[config.mk]
export PLATFORM = sky130hd
export DESIGN_NAME = i2c_target_responder
export DESIGN_NICKNAME = d
export VERILOG_FILES = /design/src/rtl/i2c_target_responder.sv
export SDC_FILE = /design/constraint.sdc
export NUM_CORES = 1
export LEC_CHECK = 0
export CAP_MARGIN = 20
export CELL_PAD_IN_SITES_DETAIL_PLACEMENT = 1
export CELL_PAD_IN_SITES_GLOBAL_PLACEMENT = 2
export CORE_MARGIN = 2
export CORE_UTILIZATION = 32
export DETAILED_ROUTE_END_ITERATION = 7
export HOLD_SLACK_MARGIN = 0.1
export PLACE_DENSITY = 0.89
export SETUP_SLACK_MARGIN = 0.5
export SKIP_LAST_GASP = 1
export SLEW_MARGIN = 20
export SYNTH_ARGS = -nofsm -noshare
export SYNTH_HDL_FRONTEND = slang
export SYNTH_SLANG_ARGS = --single-unit
[constraint.sdc]
create_clock -name clk_i -period 3.4 [get_ports clk_i]
set_input_delay 0.51 -clock clk_i [delete_from_list [all_inputs] [get_ports clk_i]]
set_output_delay 0.51 -clock clk_i [all_outputs]
set_load 0.02 [all_outputs]
[src/rtl/i2c_target_responder.sv]
// I2C target responder: filters SCL/SDA, detects START/STOP, matches a 7-bit
// address, ACKs writes and serves read bytes from a request/data interface.
// Ports:
//   clk_i, rst_i          clock, synchronous active-high reset
//   scl_i, sda_i          synchronised pad inputs
//   sda_en_o              open-drain SDA pull-down enable
//   enable_i              target enable, sampled at the address compare
//   target_addr_i         own 7-bit address (7'h00 never matches)
//   start_o, stop_o       bus condition pulses (stop_o only when addressed)
//   wr_valid_o/data/first received write byte
//   rd_req_o, rd_data_i   read byte request; data sampled one cycle later
//   nack_o                controller NACKed a read byte
//   busy_o                target currently addressed
module i2c_target_responder #(
    parameter int unsigned FilterCycles = 2
) (
    input  logic       clk_i,
    input  logic       rst_i,
    input  logic       scl_i,
    input  logic       sda_i,
    output logic       sda_en_o,
    input  logic       enable_i,
    input  logic [6:0] target_addr_i,
    output logic       start_o,
    output logic       stop_o,
    output logic       wr_valid_o,
    output logic [7:0] wr_data_o,
    output logic       wr_first_o,
    output logic       rd_req_o,
    input  logic [7:0] rd_data_i,
    output logic       nack_o,
    output logic       busy_o
);

    localparam int unsigned CntW = 4;

    typedef enum logic [2:0] {
        S_IDLE, S_ADDR, S_ADDR_ACK, S_WR_DATA,
        S_WR_ACK, S_RD_DATA, S_RD_ACK, S_WAIT
    } state_e;

    state_e            state_q;
    logic              scl_f_q, sda_f_q, scl_p_q, sda_p_q;
    logic [CntW-1:0]   scl_cnt_q, sda_cnt_q;
    logic [3:0]        bit_cnt_q;
    logic [7:0]        sr_q;
    logic              rw_q, first_q, load_q;

    logic scl_rise, scl_fall, sda_rise, sda_fall, scl_hi, start_cond, stop_cond;

    // Glitch filter: filtered value follows raw after FilterCycles differing cycles
    always_ff @(posedge clk_i) begin
        if (rst_i) begin
            scl_f_q   <= 1'b1;
            sda_f_q   <= 1'b1;
            scl_p_q   <= 1'b1;
            sda_p_q   <= 1'b1;
            scl_cnt_q <= '0;
            sda_cnt_q <= '0;
        end else begin
            scl_p_q <= scl_f_q;
            sda_p_q <= sda_f_q;
            if (scl_i == scl_f_q) begin
                scl_cnt_q <= '0;
            end else if (scl_cnt_q == CntW'(FilterCycles - 1)) begin
                scl_f_q   <= scl_i;
                scl_cnt_q <= '0;
            end else begin
                scl_cnt_q <= scl_cnt_q + 4'd1;
            end
            if (sda_i == sda_f_q) begin
                sda_cnt_q <= '0;
            end else if (sda_cnt_q == CntW'(FilterCycles - 1)) begin
                sda_f_q   <= sda_i;
                sda_cnt_q <= '0;
            end else begin
                sda_cnt_q <= sda_cnt_q + 4'd1;
            end
        end
    end

    assign scl_rise   =  scl_f_q & ~scl_p_q;
    assign scl_fall   = ~scl_f_q &  scl_p_q;
    assign sda_rise   =  sda_f_q & ~sda_p_q;
    assign sda_fall   = ~sda_f_q &  sda_p_q;
    // SCL must have been high on both samples; a simultaneous SCL edge is data
    assign scl_hi     =  scl_f_q &  scl_p_q;
    assign start_cond =  sda_fall & scl_hi;
    assign stop_cond  =  sda_rise & scl_hi;

    // Protocol FSM with registered outputs
    always_ff @(posedge clk_i) begin
        if (rst_i) begin
            state_q    <= S_IDLE;
            bit_cnt_q  <= '0;
            sr_q       <= '0;
            rw_q       <= 1'b0;
            first_q    <= 1'b0;
            load_q     <= 1'b0;
            sda_en_o   <= 1'b0;
            start_o    <= 1'b0;
            stop_o     <= 1'b0;
            wr_valid_o <= 1'b0;
            wr_data_o  <= 8'h00;
            wr_first_o <= 1'b0;
            rd_req_o   <= 1'b0;
            nack_o     <= 1'b0;
            busy_o     <= 1'b0;
        end else begin
            start_o    <= 1'b0;
            stop_o     <= 1'b0;
            wr_valid_o <= 1'b0;
            rd_req_o   <= 1'b0;
            nack_o     <= 1'b0;
            load_q     <= 1'b0;
            if (start_cond) begin
                state_q   <= S_ADDR;
                bit_cnt_q <= '0;
                start_o   <= 1'b1;
                sda_en_o  <= 1'b0;
            end else if (stop_cond) begin
                state_q   <= S_IDLE;
                bit_cnt_q <= '0;
                sda_en_o  <= 1'b0;
                stop_o    <= busy_o;
                busy_o    <= 1'b0;
            end else begin
                case (state_q)
                    S_IDLE: ;
                    S_ADDR: begin
                        if (scl_rise && bit_cnt_q != 4'd8) begin
                            sr_q      <= {sr_q[6:0], sda_f_q};
                            bit_cnt_q <= bit_cnt_q + 4'd1;
                            if (bit_cnt_q == 4'd7) begin
                                rw_q <= sda_f_q;
                                // sr_q[6:0] holds the seven address bits here
                                if (!(enable_i && target_addr_i != 7'h00 &&
                                      sr_q[6:0] == target_addr_i)) begin
                                    state_q   <= S_WAIT;
                                    bit_cnt_q <= '0;
                                    busy_o    <= 1'b0;
                                end
                            end
                        end else if (scl_fall && bit_cnt_q == 4'd8) begin
                            state_q   <= S_ADDR_ACK;
                            bit_cnt_q <= '0;
                            sda_en_o  <= 1'b1;
                            busy_o    <= 1'b1;
                        end
                    end
                    S_ADDR_ACK: begin
                        if (scl_fall) begin
                            bit_cnt_q <= '0;
                            sda_en_o  <= 1'b0;
                            if (rw_q) begin
                                state_q  <= S_RD_DATA;
                                rd_req_o <= 1'b1;
                            end else begin
                                state_q <= S_WR_DATA;
                                first_q <= 1'b1;
                            end
                        end
                    end
                    S_WR_DATA: begin
                        if (scl_rise && bit_cnt_q != 4'd8) begin
                            sr_q      <= {sr_q[6:0], sda_f_q};
                            bit_cnt_q <= bit_cnt_q + 4'd1;
                            if (bit_cnt_q == 4'd7) begin
                                wr_valid_o <= 1'b1;
                                wr_data_o  <= {sr_q[6:0], sda_f_q};
                                wr_first_o <= first_q;
                                first_q    <= 1'b0;
                            end
                        end else if (scl_fall && bit_cnt_q == 4'd8) begin
                            state_q   <= S_WR_ACK;
                            bit_cnt_q <= '0;
                            sda_en_o  <= 1'b1;
                        end
                    end
                    S_WR_ACK: begin
                        if (scl_fall) begin
                            state_q   <= S_WR_DATA;
                            bit_cnt_q <= '0;
                            sda_en_o  <= 1'b0;
                        end
                    end
                    S_RD_DATA: begin
                        // rd_req_o high now -> rd_data_i valid in the next cycle
                        if (rd_req_o) begin
                            load_q <= 1'b1;
                        end else if (load_q) begin
                            sr_q      <= rd_data_i;
                            sda_en_o  <= ~rd_data_i[7];
                            bit_cnt_q <= 4'd1;
                        end else if (scl_fall) begin
                            if (bit_cnt_q == 4'd8) begin
                                state_q   <= S_RD_ACK;
                                bit_cnt_q <= '0;
                                sda_en_o  <= 1'b0;
                            end else begin
                                sr_q      <= {sr_q[6:0], 1'b0};
                                sda_en_o  <= ~sr_q[6];
                                bit_cnt_q <= bit_cnt_q + 4'd1;
                            end
                        end
                    end
                    S_RD_ACK: begin
                        // bit_cnt_q = 1 marks an ACK seen, waiting for the fall
                        if (scl_rise && bit_cnt_q == 4'd0) begin
                            if (sda_f_q) begin
                                nack_o  <= 1'b1;
                                state_q <= S_WAIT;
                            end else begin
                                bit_cnt_q <= 4'd1;
                            end
                        end else if (scl_fall && bit_cnt_q == 4'd1) begin
                            state_q   <= S_RD_DATA;
                            bit_cnt_q <= '0;
                            rd_req_o  <= 1'b1;
                        end
                    end
                    S_WAIT: sda_en_o <= 1'b0;
                    default: state_q <= S_IDLE;
                endcase
            end
        end
    end

endmodule

### Yosys cells after proc, flatten, opt, wreduce, memory -nomap -nowiden

Cells that the tools add are included.

* register bits after elaboration: 45
* bits of input ports: 20
* output and inout port bits: 16
* word-level logic and storage cells: 203

* $add $sub $neg: 3
* equal/unequal tests: 54
* multiplexer cells: 66
* bitwise logic cells: 22
* reductions and logical operators: 36

Operators with widths (number)
* 4-bit two-way mux: 13
* 3-bit two-way mux: 16
* 4-bit != test (second input constant): 9
* 7-bit two-way mux: 5
* 14-bit AND reduction: 2
* 3-bit != test (second input constant): 9
* 1-bit two-way mux: 26
* 5-bit != test (second input constant): 5
* 2-bit != test (second input constant): 12
* 4-bit one-hot mux with 5 select lines: 1
* 3-bit one-hot mux with 6 select lines: 1
* 1-bit NOT: 15
* 5-bit AND reduction: 3
* 7-bit one-hot mux with 2 select lines: 1
* 7-bit AND reduction: 2
* 4-bit by 1-bit adder with 4-bit output (second input constant): 3
* 3-bit equality test (second input constant): 4
* 4-bit by 1-bit equality test with 1-bit output (second input constant): 3
* 6-bit AND reduction: 2
* 3-bit OR reduction: 4
* 5-bit OR reduction: 2
* 8-bit nonzero test: 1
* 1-bit AND: 7
* 7-bit equality test: 1
* 20 further kinds: 34

### Longest topological paths before layout

Gate-level depths: netlist (run 1).

* depth in word-level cells: 9
* mapped depth: 11
* depth with buffers taken out: 8

### Worst setup path before layout (run 1)

Ideal clock, no wire load.

* kind: register to register
* start: reg bit_cnt_q[0]
* end: reg sr_q[3]
* library setup time: 91 ps
* arrival time: 2416 ps
* required time: 3309 ps
* path slack: 893 ps
* cell stages (with the launch flop): 12
* path buffers: 3
* period minus slack after synthesis: 2507 ps
* cell sequence: dfxtp_1 > clkbuf_1 > inv_1 > ha_1 > and3b_2 > clkbuf_1 > nor2_1 > nand2_1 > a211oi_1 > buf_2 > nor2_1 > a311oi_1

* longest elaborated chain between the ends: 4
* elaborated cells on any way between the ends: 6
* those cells by class: eq/ne: 4; reduce/logical: 2

Ends and longest elaborated chain
* from (decl): line 45 `logic [3:0] bit_cnt_q;`
* from (signal assigned): line 133 `bit_cnt_q <= bit_cnt_q + 4'd1;`
* from (signal assigned): line 167 `bit_cnt_q <= bit_cnt_q + 4'd1;`
* from (signal assigned): line 203 `bit_cnt_q <= bit_cnt_q + 4'd1;`
* 4-bit != test: line 131, 165
* 1-bit logical AND: line 131, 165
* 2-bit by 1-bit != test with 1-bit output (no source line)
* 7-bit AND reduction (no source line) *
* to (signal assigned): line 132 `sr_q <= {sr_q[6:0], sda_f_q};`
* to (signal assigned): line 166 `sr_q <= {sr_q[6:0], sda_f_q};`
* to (signal assigned): line 192 `sr_q <= rd_data_i;`
* to (decl): line 46 `logic [7:0] sr_q;`

Every way passes the cells marked *; elsewhere a longest branch is shown, timed or not.
A chain may end at the register's enable or synchronous reset.

### Final worst setup path (run 1)

* start: reg bit_cnt_q[0]
* end: reg sr_q[5]

Same word-level chain as after synthesis.

==> results of run 1 <==
## state kept, by name, summed over array words and instances (netlist names), 3 cells and up
signal     count
sda_cnt_q      4
scl_cnt_q      4
state_q        3
wr_data_o      8
sr_q           7
bit_cnt_q      4
## cell usage after synthesis (8+ instances only)
master	instances	area [um2]
nor2b_1	8	50.1
a21oi_1	13	65.1
mux2i_1	14	140
nand3_1	15	75.1
nor3_1	12	60.1
xnor2_1	8	70.1
a311oi_1	8	70.1
nand2_1	25	93.8
inv_1	10	37.5
nor2_1	43	161
clkbuf_1	11	41.3
o21ai_0	11	55.1
dfxtp_1	45	901
## power by group
group          internal (uW)  switching [uW]  total, uW
registers                570            66.2        636
logic                    248             378        626
clock network            168             210        378
total                    985             654       1640
## final cells by class
type / count / area [um2] / share of cell area (%)
Timing Repair Buffer: 44 / 418 / 13.7
Tap cell: 102 / 128 / 4.18
Clock inverter: 2 / 16.3 / 0.532
Clock buffer: 6 / 82.6 / 2.70
Multi-Input combinational cell: 234 / 1470 / 48.2
Sequential cell: 45 / 901 / 29.5
Inverter: 10 / 37.5 / 1.23
## routing by layer
metal,track usage (%),wire [um],vias up
met5,0,0,-
met4,3.73,70,0
met3,4.52,455,8
met2,28.7,3440,60
met1,25.0,3410,1150
li1,-,-,1164
## worst register-to-register path: cells and delay by family (launching register included)
family | cells | cell delay (ns)
buf+inv | 2 | 0.33
compound gates | 2 | 0.53
flops | 1 | 0.55
fa+ha+maj | 1 | 0.27
simple gates | 4 | 0.73
## cells by family (layout without fill, tap and decap cells)
kind of cell / after synthesis / after routing / synth area share, %
multiplexers: 14 / 14 / 5.62
AND/OR/NAND/NOR: 134 / 134 / 26.6
AO/OA/AOI/OAI: 64 / 64 / 17.8
adder cells (fa/ha/maj): 8 / 8 / 3.92
buffers and inverters: 29 / 62 / 5.02
XOR/XNOR: 14 / 14 / 4.92
flip-flops: 45 / 45 / 36.1
## stage by stage
step,utilization (%),power [uW],instances
global route,40.0,1750,443
floorplan,-,1070,308
finish,40.0,1640,443
detailed placement,38.7,1260,435
CTS,40.0,1640,443
global placement,38.7,1240,435
## worst max path at each step
stage                                    startpoint                       to  depth (start not counted)
after floorplan           bit_cnt_q[0]$_SDFFE_PP0P_     sr_q[3]$_SDFFE_PP0P_                         11
after CTS                 bit_cnt_q[0]$_SDFFE_PP0P_     sr_q[5]$_SDFFE_PP0P_                          9
final                     bit_cnt_q[0]$_SDFFE_PP0P_     sr_q[5]$_SDFFE_PP0P_                          9
after global placement             target_addr_i[5]  state_q[0]$_SDFFE_PP0P_                          7
after global routing      bit_cnt_q[0]$_SDFFE_PP0P_     sr_q[5]$_SDFFE_PP0P_                          9
after detailed placement           target_addr_i[5]  state_q[0]$_SDFFE_PP0P_                          7
==> results.toml, run 1 <==
[critical_path]
critPathMaxFanout = 14
ff2ff_path_depth = 9
reg2reg_from = "bit_cnt_q[0]$_SDFFE_PP0P_"
crit_chain = "inv_1 > ha_1 > and3b_2 > nor2_1 > nand2_1 > a211oi_1 > buf_4 > nor2_1 > a311oi_1"
critical_path.top_delay_family = "simple AND/OR/NAND/NOR gates"
path_buf_inv = 2
crit_path_start_kind = "register"
crit_path_end_kind = "register"
slowest_delay_ns = 0.55
required_ns = 3.60
rrSetupSlack_ns = 0.87
crit_arrival_ns = 2.73
cp_common_cell = "nor2_1"
cp_slowest_cell = "dfxtp_1"
r2r-end = "sr_q[5]$_SDFFE_PP0P_"
worstSetupPathType = "register to register"

[die]
chipHeight_um = 92.3
rows = 32
initial_core_util_pct = 32.6
fp.dieW_um = 92.3
die-area_mm2 = 0.00851
core-area_mm2 = 0.00765
boundaryPins = 36

[cells_and_area]
design_area_mm2 = 0.00306
final_cell_mix = "dfxtp_1 (45), nor2_1 (43), clkdlybuf4s50_1 (35)"
drive_gt1_share_pct = 7.92
area_growth_pct = 22.6
n_antenna_cell = 0
final_common_cell = "dfxtp_1"
fin_nets = 367
fillers = 920

[sta]
final.period_utilization_pct = 74.4
finalSetupViolations = 0
setup_tns_ns = 0
slew_headroom_pct = 64.7
worst_slew_pin_slew_ns = 0.515
finClkSkew_ns = 0.0135
fmax_mhz = 396
finalHoldViolations = 0
rsz0062_at_grt = "false"
worst_slack_ns = 0.872
fin_crit_ns = 2.53
drv_slew = 0
finalHoldWorstSlack_ns = 0.482

[hold_path]
min_from = "sda_cnt_q[0]$_SDFF_PP0_"
hp-class = "register to register"
holdPathStages = 1
hold_end = "sda_cnt_q[0]$_SDFF_PP0_"

[routing]
drc = 0
drt-wirelength-per-cell_um = 16.7
viasPerCell = 5.38
final_antenna_net_count = 0
routed_wl_um = 7380
detail_route.first_pass.iterations = 5
initialDrtViolationCount = 117
vias = 2382

[power]
leakagePower_uw = 0.00105
power_density_mw_per_mm2 = 537
peakVddDrop_mv = 0.235

[synthesis]
syn_avg_cell_area_um2 = 8.09
ys_ff_latch = 45
async_flop_share_pct = 0
syn_nets = 335
ys_types = 53
synth_warnings = 0
ys_seq_area_share_pct = 36.1
synth_edf_count = 0
synth_ff_type = "dfxtp_1"
syn_inst = 308
synth_area_mm2 = 0.00249

[placed_design]
pre_cts_ws_ns = 0.852
hpwl_um = 5440
gp_congestion = 0.857
portBuffers = 35
placed_area_mm2 = 0.00296

[clock_tree]
cts_made_buffers = 5
cts_setup_buffers = 0
cts.clk_slew.worst_paths_ns = 0.10
clk_latency_ns = 0.31
cts_root_buf = "clkbuf_8"
cts_buffer_depth = 2
ctsResizeCount = 0
cts_hold_buf = 0
h-tree-depth = 2
clock-sinks = 45
cts_tree = "built"

[global_route]
grt_max_degree = 19
grt_pass1_vias = 2448
grt_use_total_pct = 18.1
gr-total-overflow = 0
grt_pass1_wl_um = 12400
antenna_found_initial = 0

[outcome]
status = "finished, final reports clean"

[run]
cap_violations = 0
(Power assumes the default switching activity.)
==> inputs of run 2 (changes only) <==
==> constraint.sdc (replaced) <==
create_clock -name clk_i -period 2.6 [get_ports clk_i]
set_input_delay 0.39 -clock clk_i [delete_from_list [all_inputs] [get_ports clk_i]]
set_output_delay 0.39 -clock clk_i [all_outputs]
set_load 0.02 [all_outputs]
==> results.toml, run 2 (synthesis results as in run 1) <==
[cells_and_area]
largest_reg_flops = 8
fin_nets = 380
drive_gt1_share_pct = 16.7
final_common_cell = "nor2_1"
design_area_mm2 = 0.00326
top_regs = "wr_data_o x8, sr_q x7"
largest-register = "wr_data_o"
n_antenna_cell = 0
final_cell_mix = "nor2_1 (42), dfxtp_1 (39), clkdlybuf4s50_1 (35)"
area_growth_pct = 30.9

[die]
chipHeight_um = 92.3
fp.dieW_um = 92.3
core-area_mm2 = 0.00765
boundaryPins = 36
die-area_mm2 = 0.00851
rows = 32
initial_core_util_pct = 32.6

[critical_path]
reg2reg_from = "bit_cnt_q[0]$_SDFFE_PP0P_"
slowest_delay_ns = 0.43
cp_slowest_cell = "or4_4"
required_ns = 2.80
ff2ff_path_depth = 9
worstSetupPathType = "register to register"
crit_arrival_ns = 2.34
crit_path_end_kind = "register"
rrSetupSlack_ns = 0.46
crit_path_start_kind = "register"
r2r-end = "bit_cnt_q[2]$_SDFFE_PP0P_"
critPathMaxFanout = 5
crit_chain = "inv_4 > ha_4 > nand2b_4 > or4_4 > a222oi_1 > buf_4 > buf_6 > o21ai_1 > a32o_1"

[sta]
slew_headroom_pct = 66.9
fmax_mhz = 467
final.period_utilization_pct = 82.3
fin_crit_ns = 2.14
finalSetupViolations = 0
finalHoldWorstSlack_ns = 0.490
drv_slew = 0
finalHoldViolations = 0
setup_tns_ns = 0
worst_slew_pin_slew_ns = 0.495
rsz0062_at_grt = "true"
finClkSkew_ns = 0.00956

[power]
power_density_mw_per_mm2 = 730
peakVddDrop_mv = 0.299
leakagePower_uw = 0.00117
fin_total_pwr_uw = 2380

[placed_design]
gp_congestion = 0.881
placed_area_mm2 = 0.00302
hpwl_um = 5420
portBuffers = 35

[global_route]
grt_pass1_vias = 2419
antenna_found_initial = 0
grt_pass1_wl_um = 12400
grt_use_total_pct = 18.6
gr-total-overflow = 0
grt_max_degree = 20

[outcome]
status = "finished, final reports clean"

[clock_tree]
cts_root_buf = "clkbuf_8"
clock-sinks = 45
cts_hold_buf = 0
cts_buffer_depth = 2
cts_tree = "built"
cts_made_buffers = 5
h-tree-depth = 2
clk_latency_ns = 0.31
cts.clk_slew.worst_paths_ns = 0.10

[hold_path]
hp-class = "register to register"
min_from = "scl_cnt_q[0]$_SDFF_PP0_"
holdPathStages = 1
hold_end = "scl_cnt_q[0]$_SDFF_PP0_"

[routing]
vias = 2438
viasPerCell = 5.35
detail_route.first_pass.iterations = 4
routed_wl_um = 7780
drt-wirelength-per-cell_um = 17.1
drc = 0
initialDrtViolationCount = 136
final_antenna_net_count = 0

[run]
cap_violations = 0
run 2: cell count changes in the layout (fill, tap and decap cells not counted), sizes merged:
| cell | change |
|---|---|
| clkinvlp | -1 |
| buf | +12 |
| clkinv | +1 |
| bufinv | +1 |
run 2: worst max-delay path by stage:
stage,from,endpoint,slack [ns],cells after the start
detailed placement,target_addr_i[5],state_q[0]$_SDFFE_PP0P_,0.23,7
global placement,target_addr_i[5],state_q[0]$_SDFFE_PP0P_,0.33,7
CTS,bit_cnt_q[0]$_SDFFE_PP0P_,bit_cnt_q[2]$_SDFFE_PP0P_,0.48,9
floorplan,bit_cnt_q[0]$_SDFFE_PP0P_,bit_cnt_q[2]$_SDFFE_PP0P_,0.25,8
finish,bit_cnt_q[0]$_SDFFE_PP0P_,bit_cnt_q[2]$_SDFFE_PP0P_,0.46,9
global route,bit_cnt_q[1]$_SDFFE_PP0P_,bit_cnt_q[3]$_SDFFE_PP0P_,0.40,10
run 2: cell type report:
class / count / area (um2)
multi-input combinational: 234 / 1540
fill: 911 / 4380
tap: 102 / 128
clock buffer: 5 / 68.8
inverter: 10 / 42.5
clock inverter: 3 / 50.0
sequential: 45 / 916
timing repair buffer: 57 / 517
run 2: repair_timing:
action | CTS | global route
endpoints found under the hold margin | 0 | 0
setup endpoints to repair | 21 | 20
resized for setup | 8 | 18
pin swaps | 2 | 6
cloned | 1 | 1
setup buffers | 3 | 3
run 2: worst max-delay path: cells and delay by family, from the launching register on:
kind | cells | cell delay (ns)
DFF | 1 | 0.37
buffers and inverters | 3 | 0.37
adders and majority gates | 1 | 0.14
AOI/OAI and AO/OA | 3 | 0.65
and+or+nand+nor | 2 | 0.48
run 2: metrics by stage:
step / util [%] / setup WS [ns] / cells
after floorplan: - / 0.251 / 308
after CTS: 41.6 / 0.484 / 452
after detailed placement: 39.5 / 0.233 / 440
after global placement: 39.5 / 0.328 / 440
after global routing: 42.7 / 0.397 / 456
final: 42.7 / 0.461 / 456
run 2: power by group:
| part | internal [uW] | switching [uW] | total, uW | leakage, uW |
|---|---|---|---|---|
| Clock | 295 | 277 | 572 | 0.0000603 |
| Sequential | 747 | 68.8 | 816 | 0.000368 |
| Combinational | 415 | 578 | 993 | 0.000740 |
| Total | 1460 | 924 | 2380 | 0.00117 |
run 2: routing by layer:
metal | track usage, % | vias up | wire length [um]
met5 | 0 | - | 0
met4 | 6.09 | 0 | 128
met3 | 4.27 | 12 | 369
met2 | 30.7 | 56 | 3770
met1 | 24.1 | 1176 | 3510
li1 | - | 1194 | -
